===== src/rtl/tmds_pkg.sv =====
// Shared TMDS symbol constants, lane word helpers and feeder state encoding.
// Latency: n/a (constants and pure functions only).
// Backpressure: n/a.
package tmds_pkg;

    localparam int SYM_W         = 10;
    localparam int SYMS_PER_WORD = 4;
    localparam int NUM_LANES     = 4;
    localparam int NUM_CH        = 3;
    localparam int LANE_W        = SYM_W * SYMS_PER_WORD;
    localparam int BEAT_W        = SYM_W * NUM_CH * SYMS_PER_WORD;
    localparam int TX_W          = LANE_W * NUM_LANES;

    // Control-period symbol (C1C0 = 00) and the TMDS clock pattern symbol.
    localparam logic [SYM_W-1:0]  IDLE_SYM  = 10'h354;
    localparam logic [SYM_W-1:0]  CLK_SYM   = 10'h01F;
    localparam logic [LANE_W-1:0] IDLE_WORD = {SYMS_PER_WORD{IDLE_SYM}};
    localparam logic [LANE_W-1:0] CLK_WORD  = {SYMS_PER_WORD{CLK_SYM}};

    typedef enum logic [1:0] {
        ST_IDLE = 2'd0,
        ST_FILL = 2'd1,
        ST_RUN  = 2'd2
    } feeder_state_t;

    // Gather the four pixel symbols of one channel into a lane word, pixel 0 in the LSBs.
    function automatic logic [LANE_W-1:0] channel_word(input logic [BEAT_W-1:0] beat, input int ch);
        logic [LANE_W-1:0] w;
        w = '0;
        for (int p = 0; p < SYMS_PER_WORD; p++) begin
            w[SYM_W*p +: SYM_W] = beat[SYM_W*NUM_CH*p + SYM_W*ch +: SYM_W];
        end
        return w;
    endfunction

    // Full transceiver word with every data lane idle and the clock pattern on clock_lane.
    function automatic logic [TX_W-1:0] idle_lanes(input int clock_lane);
        logic [TX_W-1:0] w;
        w = '0;
        for (int l = 0; l < NUM_LANES; l++) begin
            w[LANE_W*l +: LANE_W] = (l == clock_lane) ? CLK_WORD : IDLE_WORD;
        end
        return w;
    endfunction

endpackage


===== src/rtl/tmds_sync_fifo.sv =====
// Single-clock FIFO for TMDS beats with wrap-bit pointers and a synchronous clear.
// Latency: pushed word visible at pop_data the cycle after the push; pop_data is a combinational read.
// Backpressure: push ignored when full, pop ignored when empty; clear wins over both.
module tmds_sync_fifo #(
    parameter int WIDTH      = 120,
    parameter int DEPTH_LOG2 = 4
) (
    input  logic                  clock,
    input  logic                  reset,
    input  logic                  clear,
    input  logic                  push,
    input  logic [WIDTH-1:0]      push_data,
    input  logic                  pop,
    output logic [WIDTH-1:0]      pop_data,
    output logic [DEPTH_LOG2:0]   count,
    output logic                  full,
    output logic                  empty
);

    logic [WIDTH-1:0]    mem [2**DEPTH_LOG2];
    logic [DEPTH_LOG2:0] wr_ptr;
    logic [DEPTH_LOG2:0] rd_ptr;
    logic                do_push;
    logic                do_pop;

    assign do_push  = push && !full && !clear;
    assign do_pop   = pop && !empty && !clear;
    assign count    = wr_ptr - rd_ptr;
    assign empty    = (wr_ptr == rd_ptr);
    assign full     = (wr_ptr[DEPTH_LOG2] != rd_ptr[DEPTH_LOG2]) &&
                      (wr_ptr[DEPTH_LOG2-1:0] == rd_ptr[DEPTH_LOG2-1:0]);
    assign pop_data = mem[rd_ptr[DEPTH_LOG2-1:0]];

    // Pointer update; the extra MSB distinguishes full from empty after wrap.
    always_ff @(posedge clock or posedge reset) begin
        if (reset) begin
            wr_ptr <= '0;
            rd_ptr <= '0;
        end else if (clear) begin
            wr_ptr <= '0;
            rd_ptr <= '0;
        end else begin
            if (do_push) wr_ptr <= wr_ptr + 1'b1;
            if (do_pop)  rd_ptr <= rd_ptr + 1'b1;
        end
    end

    // Storage write; contents need no reset since the pointers gate every read.
    always_ff @(posedge clock) begin
        if (do_push) mem[wr_ptr[DEPTH_LOG2-1:0]] <= push_data;
    end

endmodule


===== src/rtl/tmds_lane_feeder.sv =====
// Elastic feeder from 4-pixel TMDS beats to the 4-lane 160-bit transceiver word; optional TMDS_LANE_INVERT_EN adds per-lane P/N inversion.
// Latency: beat popped in cycle t is on tx_data in t+1; first beat out PREFILL+2 cycles after acceptance when streamed back-to-back.
// Backpressure: in_ready = enable && FIFO not full (registered occupancy); on underflow idle symbols are sent and the FIFO refills to PREFILL.
module tmds_lane_feeder
    import tmds_pkg::*;
#(
    parameter int DEPTH_LOG2 = 4,
    parameter int PREFILL    = 8,
    parameter int CLOCK_LANE = 3
) (
    input  logic               clock,
    input  logic               reset,
`ifdef TMDS_LANE_INVERT_EN
    input  logic [3:0]         lane_invert,
`endif
    input  logic               enable,
    input  logic [BEAT_W-1:0]  in_data,
    input  logic               in_valid,
    output logic               in_ready,
    output logic [TX_W-1:0]    tx_data,
    output logic               running,
    output logic               underflow,
    output logic [15:0]        underflow_count
);

    localparam logic [TX_W-1:0]       IDLE_LANES  = idle_lanes(CLOCK_LANE);
    localparam logic [DEPTH_LOG2:0]   PREFILL_CNT = PREFILL[DEPTH_LOG2:0];

    feeder_state_t       state;
    feeder_state_t       state_nxt;
    logic [BEAT_W-1:0]   fifo_dat;
    logic [DEPTH_LOG2:0] fifo_cnt;
    logic                fifo_full;
    logic                fifo_empty;
    logic                load_beat;
    logic                starve;
    logic [TX_W-1:0]     lanes_nxt;
    logic [TX_W-1:0]     tx_q;

    assign in_ready  = enable && !fifo_full;
    assign load_beat = enable && (state == ST_RUN) && !fifo_empty;
    assign starve    = enable && (state == ST_RUN) && fifo_empty;
    assign running   = (state == ST_RUN);

    // Dropping enable clears the FIFO, so IDLE always starts from empty.
    tmds_sync_fifo #(
        .WIDTH      (BEAT_W),
        .DEPTH_LOG2 (DEPTH_LOG2)
    ) u_fifo (
        .clock     (clock),
        .reset     (reset),
        .clear     (!enable),
        .push      (in_valid && in_ready),
        .push_data (in_data),
        .pop       (load_beat),
        .pop_data  (fifo_dat),
        .count     (fifo_cnt),
        .full      (fifo_full),
        .empty     (fifo_empty)
    );

    // Next-state: enable low always returns to IDLE; RUN falls back to FILL on starvation.
    always_comb begin
        state_nxt = state;
        if (!enable) begin
            state_nxt = ST_IDLE;
        end else begin
            case (state)
                ST_IDLE: state_nxt = ST_FILL;
                ST_FILL: if (fifo_cnt >= PREFILL_CNT) state_nxt = ST_RUN;
                ST_RUN:  if (fifo_empty) state_nxt = ST_FILL;
                default: state_nxt = ST_IDLE;
            endcase
        end
    end

    // State register.
    always_ff @(posedge clock or posedge reset) begin
        if (reset) state <= ST_IDLE;
        else       state <= state_nxt;
    end

    // Lane mapping: channels fill the non-clock lanes in ascending order; anything else sends idle.
    always_comb begin
        lanes_nxt = IDLE_LANES;
        if (load_beat) begin
            for (int l = 0; l < NUM_LANES; l++) begin
                if (l != CLOCK_LANE) begin
                    lanes_nxt[LANE_W*l +: LANE_W] = channel_word(fifo_dat, (l < CLOCK_LANE) ? l : l - 1);
                end
            end
        end
    end

    // Output word, underflow pulse and saturating underflow counter.
    always_ff @(posedge clock or posedge reset) begin
        if (reset) begin
            tx_q            <= IDLE_LANES;
            underflow       <= 1'b0;
            underflow_count <= 16'h0000;
        end else begin
            tx_q      <= lanes_nxt;
            underflow <= starve;
            if (starve && (underflow_count != 16'hFFFF)) underflow_count <= underflow_count + 16'h0001;
        end
    end

`ifdef TMDS_LANE_INVERT_EN
    logic [TX_W-1:0] inv_mask;

    // lane_invert is a static board strap, so it is applied after the register; this keeps the reset word inverted as well.
    always_comb begin
        inv_mask = '0;
        for (int l = 0; l < NUM_LANES; l++) begin
            inv_mask[LANE_W*l +: LANE_W] = {LANE_W{lane_invert[l]}};
        end
    end

    assign tx_data = tx_q ^ inv_mask;
`else
    assign tx_data = tx_q;
`endif

endmodule


===== config.mk =====
export PLATFORM = sky130hd
export DESIGN_NAME = tmds_lane_feeder
export DESIGN_NICKNAME = d
export VERILOG_FILES = /design/src/rtl/tmds_pkg.sv /design/src/rtl/tmds_sync_fifo.sv /design/src/rtl/tmds_lane_feeder.sv
export SDC_FILE = /design/constraint.sdc
export NUM_CORES = 2
export LEC_CHECK = 0
export CORE_UTILIZATION = 56
export CTS_CLUSTER_SIZE = 25
export DETAILED_ROUTE_END_ITERATION = 8
export PLACE_DENSITY = 0.8
export SYNTH_ARGS = -nofsm -noshare
export SYNTH_HDL_FRONTEND = slang
export SYNTH_SLANG_ARGS = --single-unit

===== constraint.sdc =====
create_clock -name clock -period 13.6 [get_ports clock]
set_clock_uncertainty 0.15 [all_clocks]
set_input_delay 1.36 -clock clock [delete_from_list [all_inputs] [get_ports clock]]
set_output_delay 1.36 -clock clock [all_outputs]
set_load 0.1 [all_outputs]

* Word level (Yosys, flattened, before mapping)
Memory sizes are Yosys's and may differ from the RTL's.
Index checks and enable logic that the tools add are counted.
** Storage, ports and cells
- Register bits after elaboration :: 149
- Bits in latches :: 0
- Memory bits (writable) :: 1920
- Bits in read-only memories :: 0
- Output and inout port bits :: 179
- Memories :: 1
** Memory list
- u_fifo.mem :: words 16, bits a word 120, rd ports 1, clocked after Yosys merged registers in 0, wr ports 1, RTL line tmds_sync_fifo.sv:20 : logic [WIDTH-1:0] mem [2**DEPTH_LOG2];
** Operators by class
- Add/sub/neg operators :: 4
- Multiply operators :: 0
- Div/mod/pow operators :: 0
- Magnitude comparators :: 1
- Eq/ne operators :: 10
- Shift-type cells :: 0
- Multiplexer cells :: 11
- Bitwise gates (word level) :: 0
- Reductions and logical operators :: 15
** Operators with widths (count)
- 120-bit two-way mux :: 1
- 5-bit two-way mux :: 4
- 16-bit by 1-bit adder with 16-bit output (second input constant) :: 1
- 16-bit != test (second input constant) :: 1
- 1-bit logical AND :: 11
- 5-bit by 1-bit adder with 5-bit output (second input constant) :: 2
- 2-bit two-way mux :: 3
- 2-bit one-hot mux with 3 select lines :: 1
- 5-bit equality test :: 1
- 5-bit by 4-bit >= comparator with 1-bit output (second input constant) :: 1
- 5-bit subtractor :: 1
- 4-bit equality test :: 1
- 2-bit by 1-bit != test with 1-bit output (second input constant) :: 2
- 3-bit by 2-bit != test with 1-bit output (second input constant) :: 1
- 3-bit != test (second input constant) :: 1
- 2-bit by 1-bit equality test with 1-bit output (second input constant) :: 1
- 2-bit equality test (second input constant) :: 1
- 1-bit zero test :: 2
- 2-bit zero test :: 1
- 1-bit two-way mux :: 2
- 2-bit AND reduction :: 1
- 1-bit != test :: 1

* Longest topological paths before layout
- Depth in word-level cells :: 9
- Mapped depth :: 11
- Depth with buffers taken out :: 8

* By module
From an unflattened synthesis, not the netlist that was laid out.
** Second synthesis, totals
- Cells, all modules :: 3417
- Area total of the unflattened synthesis :: 77683.3 um^2
** By module, submodules not included
- tmds_sync_fifo :: times used 1, cells each 3024, area an instance 72468.3 um^2
- tmds_lane_feeder :: times used 1, cells each 393, area an instance 5215.0 um^2

* Worst setup path after synthesis
No wires, ideal clock.
- Kind :: reg-to-reg
- Start :: register u_fifo.rd_ptr[1]
- End :: memory u_fifo.mem[0][0] (enable)
- Library setup time :: 493 ps
- Arrival time :: 5595 ps
- Data required time :: 12957 ps
- Slack :: 7362 ps
- Stages on the path, launching flop included :: 11
- Path buffers :: 3
- Cells stage by stage :: dfrtp_1 -> buf_2 -> clkbuf_1 -> clkbuf_1 -> inv_1 -> ha_1 -> nand4_1 -> o21a_1 -> nand2_1 -> nor3_1 -> and2_1
** On the way
- Longest elaborated chain between the ends :: 9
** RTL lines
- from (decl) :: RTL line tmds_sync_fifo.sv:22 : logic [DEPTH_LOG2:0] rd_ptr;
- from (signal assigned) :: RTL line tmds_sync_fifo.sv:44 : if (do_pop) rd_ptr <= rd_ptr + 1'b1;
- 4-bit equality test :: RTL line tmds_sync_fifo.sv:31 : (wr_ptr[DEPTH_LOG2-1:0] == rd_ptr[DEPTH_LOG2-1:0]);
- 1-bit logical AND :: RTL line tmds_sync_fifo.sv:30 : assign full = (wr_ptr[DEPTH_LOG2] != rd_ptr[DEPTH_LOG2]) &&
- 1-bit zero test :: RTL line tmds_lane_feeder.sv:40 : assign in_ready = enable && !fifo_full;
- 1-bit logical AND :: RTL line tmds_lane_feeder.sv:40
- named net in_ready :: RTL line tmds_lane_feeder.sv:19 : output logic in_ready,
- 1-bit logical AND :: RTL line tmds_lane_feeder.sv:53 : .push (in_valid && in_ready),
- 1-bit logical AND (2 in series) :: RTL line tmds_sync_fifo.sv:26 : assign do_push = push && !full && !clear;
- 1-bit two-way mux :: RTL line tmds_sync_fifo.sv:50 : if (do_push) mem[wr_ptr[DEPTH_LOG2-1:0]] <= push_data;
- 1-bit two-way mux (not written as such) :: RTL line tmds_sync_fifo.sv:50
- to (decl) :: RTL line tmds_sync_fifo.sv:20
The timed path passes the listed nets, and every way through them passes these cells.

* Worst setup path in the final report
- Start :: register u_fifo.rd_ptr[1]
- End :: memory u_fifo.mem[2][107] (enable)
** On the way
- Longest elaborated chain between the ends :: 9
** RTL lines (RTL line)
- 4-bit equality test (*) :: tmds_sync_fifo.sv:31
- 1-bit logical AND (*) :: tmds_sync_fifo.sv:30
- 1-bit zero test (*) :: tmds_sync_fifo.sv:26, tmds_lane_feeder.sv:40
- 1-bit logical AND :: tmds_lane_feeder.sv:40
- 1-bit logical AND :: tmds_lane_feeder.sv:53
- 1-bit logical AND (*) (2 in series) :: tmds_sync_fifo.sv:26
- 1-bit two-way mux (*) :: tmds_sync_fifo.sv:50
- 1-bit two-way mux (not written as such) (*) :: tmds_sync_fifo.sv:50
Mark *: on every way between the ends. The rest lies on a longest branch, timed or not.

==> summary.txt <==
===============================================================================================
Worst path max stage delay                                                              1100 ps
R2R depth                                                                                     8
Buffers added on ports                                                                      262
Post-synthesis register bit count                                                          2069
Die X                                                                                    372 um
Largest area contributor in the synthesized netlist                                sky130_fd_sc_hd__edfxtp_1
Hold Crit Depth                                                                               1
Setup violators final                                                                         0
Net count of the finished layout                                                           3742
Post-placement setup slack                                                              7960 ps
Iteration-0 DRC Markers                                                                    4505
Critical Path Source                                                               u_fifo.rd_ptr[1]
Count of pins over their slew limit                                                           0
Maximum capacitance violations                                                                0
Average via count per standard cell                                                        6.61
P_int                                                                                   10.3 mW
Async SR Flop Fraction                                                                    7.20%
Pin count of the biggest net entering global routing                                        169
Multi-input combinational cell area                                                  14400 um^2
CTS max path bufs                                                                             3
Via count of the first global-routing pass                                                38400
CTS hold repair buffers                                                                       0
Max_slew headroom                                                                         14.3%
Count of TritonRoute iterations in the first routing pass                                     5
Hold Crit Class                                                                         reg2reg
Leakage power of the design                                                             27.2 nW
Initial antenna violation count                                                              26
Cell family contributing the most delay on the critical path                       simple AND/OR/NAND/NOR gates
Average cell area after synthesis                                                     23.5 um^2
Total overflow reported by the global router                                                  0
Clock sinks                                                                                2069
# DRC                                                                                         0
IO Pins                                                                                     303
Cells after Synth                                                                          3270
CTS tree                                                                                    yes
Post-synth design cell area                                                          76700 um^2
PD cells                                                                            151 nW/um^2
Layout cell share with drive strength beyond 1                                            23.9%
Arrival time at the worst endpoint                                                      5350 ps
Worst r2r src                                                                      u_fifo.rd_ptr[1]
Reg power frac                                                                            53.5%
Sequential fraction of the synthesis area                                                 80.1%
Vert. Die Dim                                                                            372 um
FF+latch area                                                                        61500 um^2
Number of distinct library cells after synthesis                                             43
Startpoint types                                                                      flip-flop
CP Max Fanout                                                                                67
Cell Rows                                                                                   135
Clock share of power                                                                      41.0%
Top post-synthesis cells by area                                                   sky130_fd_sc_hd__edfxtp_1 (75%), sky130_fd_sc_hd__mux4_2 (14%), sky130_fd_sc_hd__dfrtp_1 (2.9%), sky130_fd_sc_hd__a22oi_1 (2.3%), sky130_fd_sc_hd__dfstp_2 (2.1%)
Endpoints failing hold                                                                        0
Number of clock buffers inserted by TritonCTS                                               195
Worst Path Required                                                                    13850 ps
Achievable Freq                                                                         196 MHz
Worst Setup Path Type                                                                   reg2reg
Post-CTS Setup Repair Bufs                                                                    0
Hold Path End                                                                      underflow_count[12]
Clk Tree Root Cell                                                                 sky130_fd_sc_hd__clkbuf_16
Slowest CP cell                                                                    sky130_fd_sc_hd__dfrtp_4
Area delta synth->final                                                                   14.2%
Clock input transition at the sequential cells of the worst setup and hold paths          60 ps
Tmin final                                                                              5090 ps
Number of inserted filler cells in the final layout                                        8307
Total global routing track utilization                                                    26.4%
Endpoint of the worst register-to-register path                                    u_fifo.mem[2][107]
Kind of capture point of the worst setup path                                         flip-flop
Number of buffers and inverters on the critical path                                          2
Pin slew with the least headroom to its limit                                           1290 ps
Detail Route Antenna Nets                                                                     0
First-pass GRT wire length                                                               260 mm
RSZ-0062 raised after global routing                                                         no
Die footprint                                                                       138000 um^2
Clock latency on the worst-skew pair                                                     830 ps
Quantity of gates resized following cts                                                       0
Outcome                                                                            complete, no violations
Setup TNS after final layout                                                               0 ps
Switching power summed over all nets                                                    2.87 mW
Overall via count from detail_route                                                       36800
Cell-by-cell trace of the critical path                                            inv_1, ha_1, nand4_1, o21a_1, nand2_1, nor3_1, and2_4, buf_4
Count of H-tree levels built during CTS                                                       4
Number of flops mapped to enable cells by yosys                                            1920
Aggregate routed wire length                                                             181 mm
Sw Ratio                                                                                  21.8%
Synth warnings                                                                                0
Launch point of the worst hold path                                                underflow_count[12]
Starting density of the core                                                              56.5%
Area share of the leading cell type in the synthesized netlist                            75.2%
IR Drop Worst-Case VDD                                                               0.000126 V
Wire length per cell after detailed routing                                             32.4 um
Worst setup margin                                                                      8510 ps
Minimum setup slack among reg-to-reg paths                                              8510 ps
Core Footprint                                                                      136000 um^2
Logic gate share of total power                                                            5.5%
Ys flop type                                                                       sky130_fd_sc_hd__edfxtp_1
Share of the clock period used by the worst path after layout                             37.4%
DP Wirelength                                                                           86.8 mm
Placer congestion estimate                                                                0.758
===============================================================================================
## how the worst max path moves through the flow
stage | endpoint | cells after the start
after floorplan | u_fifo.mem[0][0] | 10
after global placement | u_fifo.mem[4][59] | 7
after detailed placement | u_fifo.mem[4][59] | 7
after CTS | tx_data[114] | 6
after global routing | tx_data[114] | 6
final | u_fifo.mem[2][107] | 8
## through the flow
stage	area (um^2)	instances	util, %	hold slack (ps)	total power, mW
floorplan	76800	3308	-	351	7.69
global placement	81200	5192	59.9	333	7.90
detailed placement	81200	5192	59.9	331	7.92
CTS	87600	5562	64.6	340	13.3
global route	87600	5570	64.6	369	13.5
finish	87600	5571	64.6	343	13.2
## sequential cells by signal, indices dropped and copies added (netlist names)
| signal | count |
|---|---|
| u_fifo.wr_ptr | 5 |
| tx_data | 120 |
| underflow | 1 |
| underflow_count | 16 |
| u_fifo.mem | 1920 |
| u_fifo.rd_ptr | 5 |
| state | 2 |
## layout by cell type, fill, tap and decap left out, drive strengths merged, types with 3 or more instances in the layout
master	instances
nand3	74
clkbuf	273
nor3	4
clkinv	71
xor2	6
and2	14
mux4	480
and3	7
diode	9
dfrtp	89
nand2	17
bufinv	15
nor2	10
a22oi	240
buf	59
o21ai	7
clkdlybuf4s50	259
dfstp	60
edfxtp	1920
inv	20
nand4	6
a31o	3
xnor2	11
ha	10
a21oi	63
conb	40
## worst reg2reg max path: stages (launching register included)
cell and delay [ps]:
sky130_fd_sc_hd__dfrtp_4 1100, sky130_fd_sc_hd__inv_1 130, sky130_fd_sc_hd__ha_1 360, sky130_fd_sc_hd__nand4_1 120, sky130_fd_sc_hd__o21a_1 150, sky130_fd_sc_hd__nand2_1 160
sky130_fd_sc_hd__nor3_1 460, sky130_fd_sc_hd__and2_4 920, sky130_fd_sc_hd__buf_4 1060
## power by group through the flow
| stage | Sequential (mW) | Combinational, mW | Clock (mW) |
|---|---|---|---|
| 4_1_cts | 7.06 | 0.736 | 5.47 |
| 3_5_place_dp | 7.19 | 0.727 | 0 |
| 6_report | 7.06 | 0.727 | 5.41 |
| 2_1_floorplan | 7.29 | 0.404 | 0 |
| 3_3_place_gp | 7.19 | 0.712 | 0 |
| 5_1_grt | 7.06 | 0.770 | 5.70 |
## synth_stat cells (11+ instances only)
library cell	number
sky130_fd_sc_hd__nand2_1	17
sky130_fd_sc_hd__a21oi_1	63
sky130_fd_sc_hd__and2_1	14
sky130_fd_sc_hd__inv_1	11
sky130_fd_sc_hd__nand3_1	73
sky130_fd_sc_hd__edfxtp_1	1920
sky130_fd_sc_hd__buf_2	55
sky130_fd_sc_hd__buf_4	40
sky130_fd_sc_hd__mux4_2	480
sky130_fd_sc_hd__dfrtp_1	89
sky130_fd_sc_hd__buf_1	16
sky130_fd_sc_hd__clkbuf_1	103
sky130_fd_sc_hd__dfstp_2	60
sky130_fd_sc_hd__a22oi_1	240
## area by class of cell
cell class | count | area share [%]
diodes | 9 | 0.0257
flip-flops and latches | 2069 | 70.2
well taps | 1781 | 2.54
multi-input cells | 1013 | 16.4
repair buffers | 318 | 3.49
inverters | 11 | 0.0557
clock buffers | 273 | 6.05
clock inverters | 97 | 1.24
## per-layer routing
layer  vias to the layer above  share of wire [%]  GRT usage, %
li1                      14600                  -             -
met1                     19600                 37          35.8
met2                      2333                 50          42.4
met3                       328                9.7          6.33
met4                        20                3.1          9.32
met5                         -              0.067             0
## kinds of logic after synthesis
logic type	count (synthesis)	share of synthesized area, %
compound gates	321	2.94
xor+xnor	17	0.204
fa+ha+maj	10	0.163
buf+inv	226	1.40
flops	2069	80.1
mux	483	14.1
other cells	2	0.00979
simple gates	142	1.01
Power figures use the tool's default switching activity.
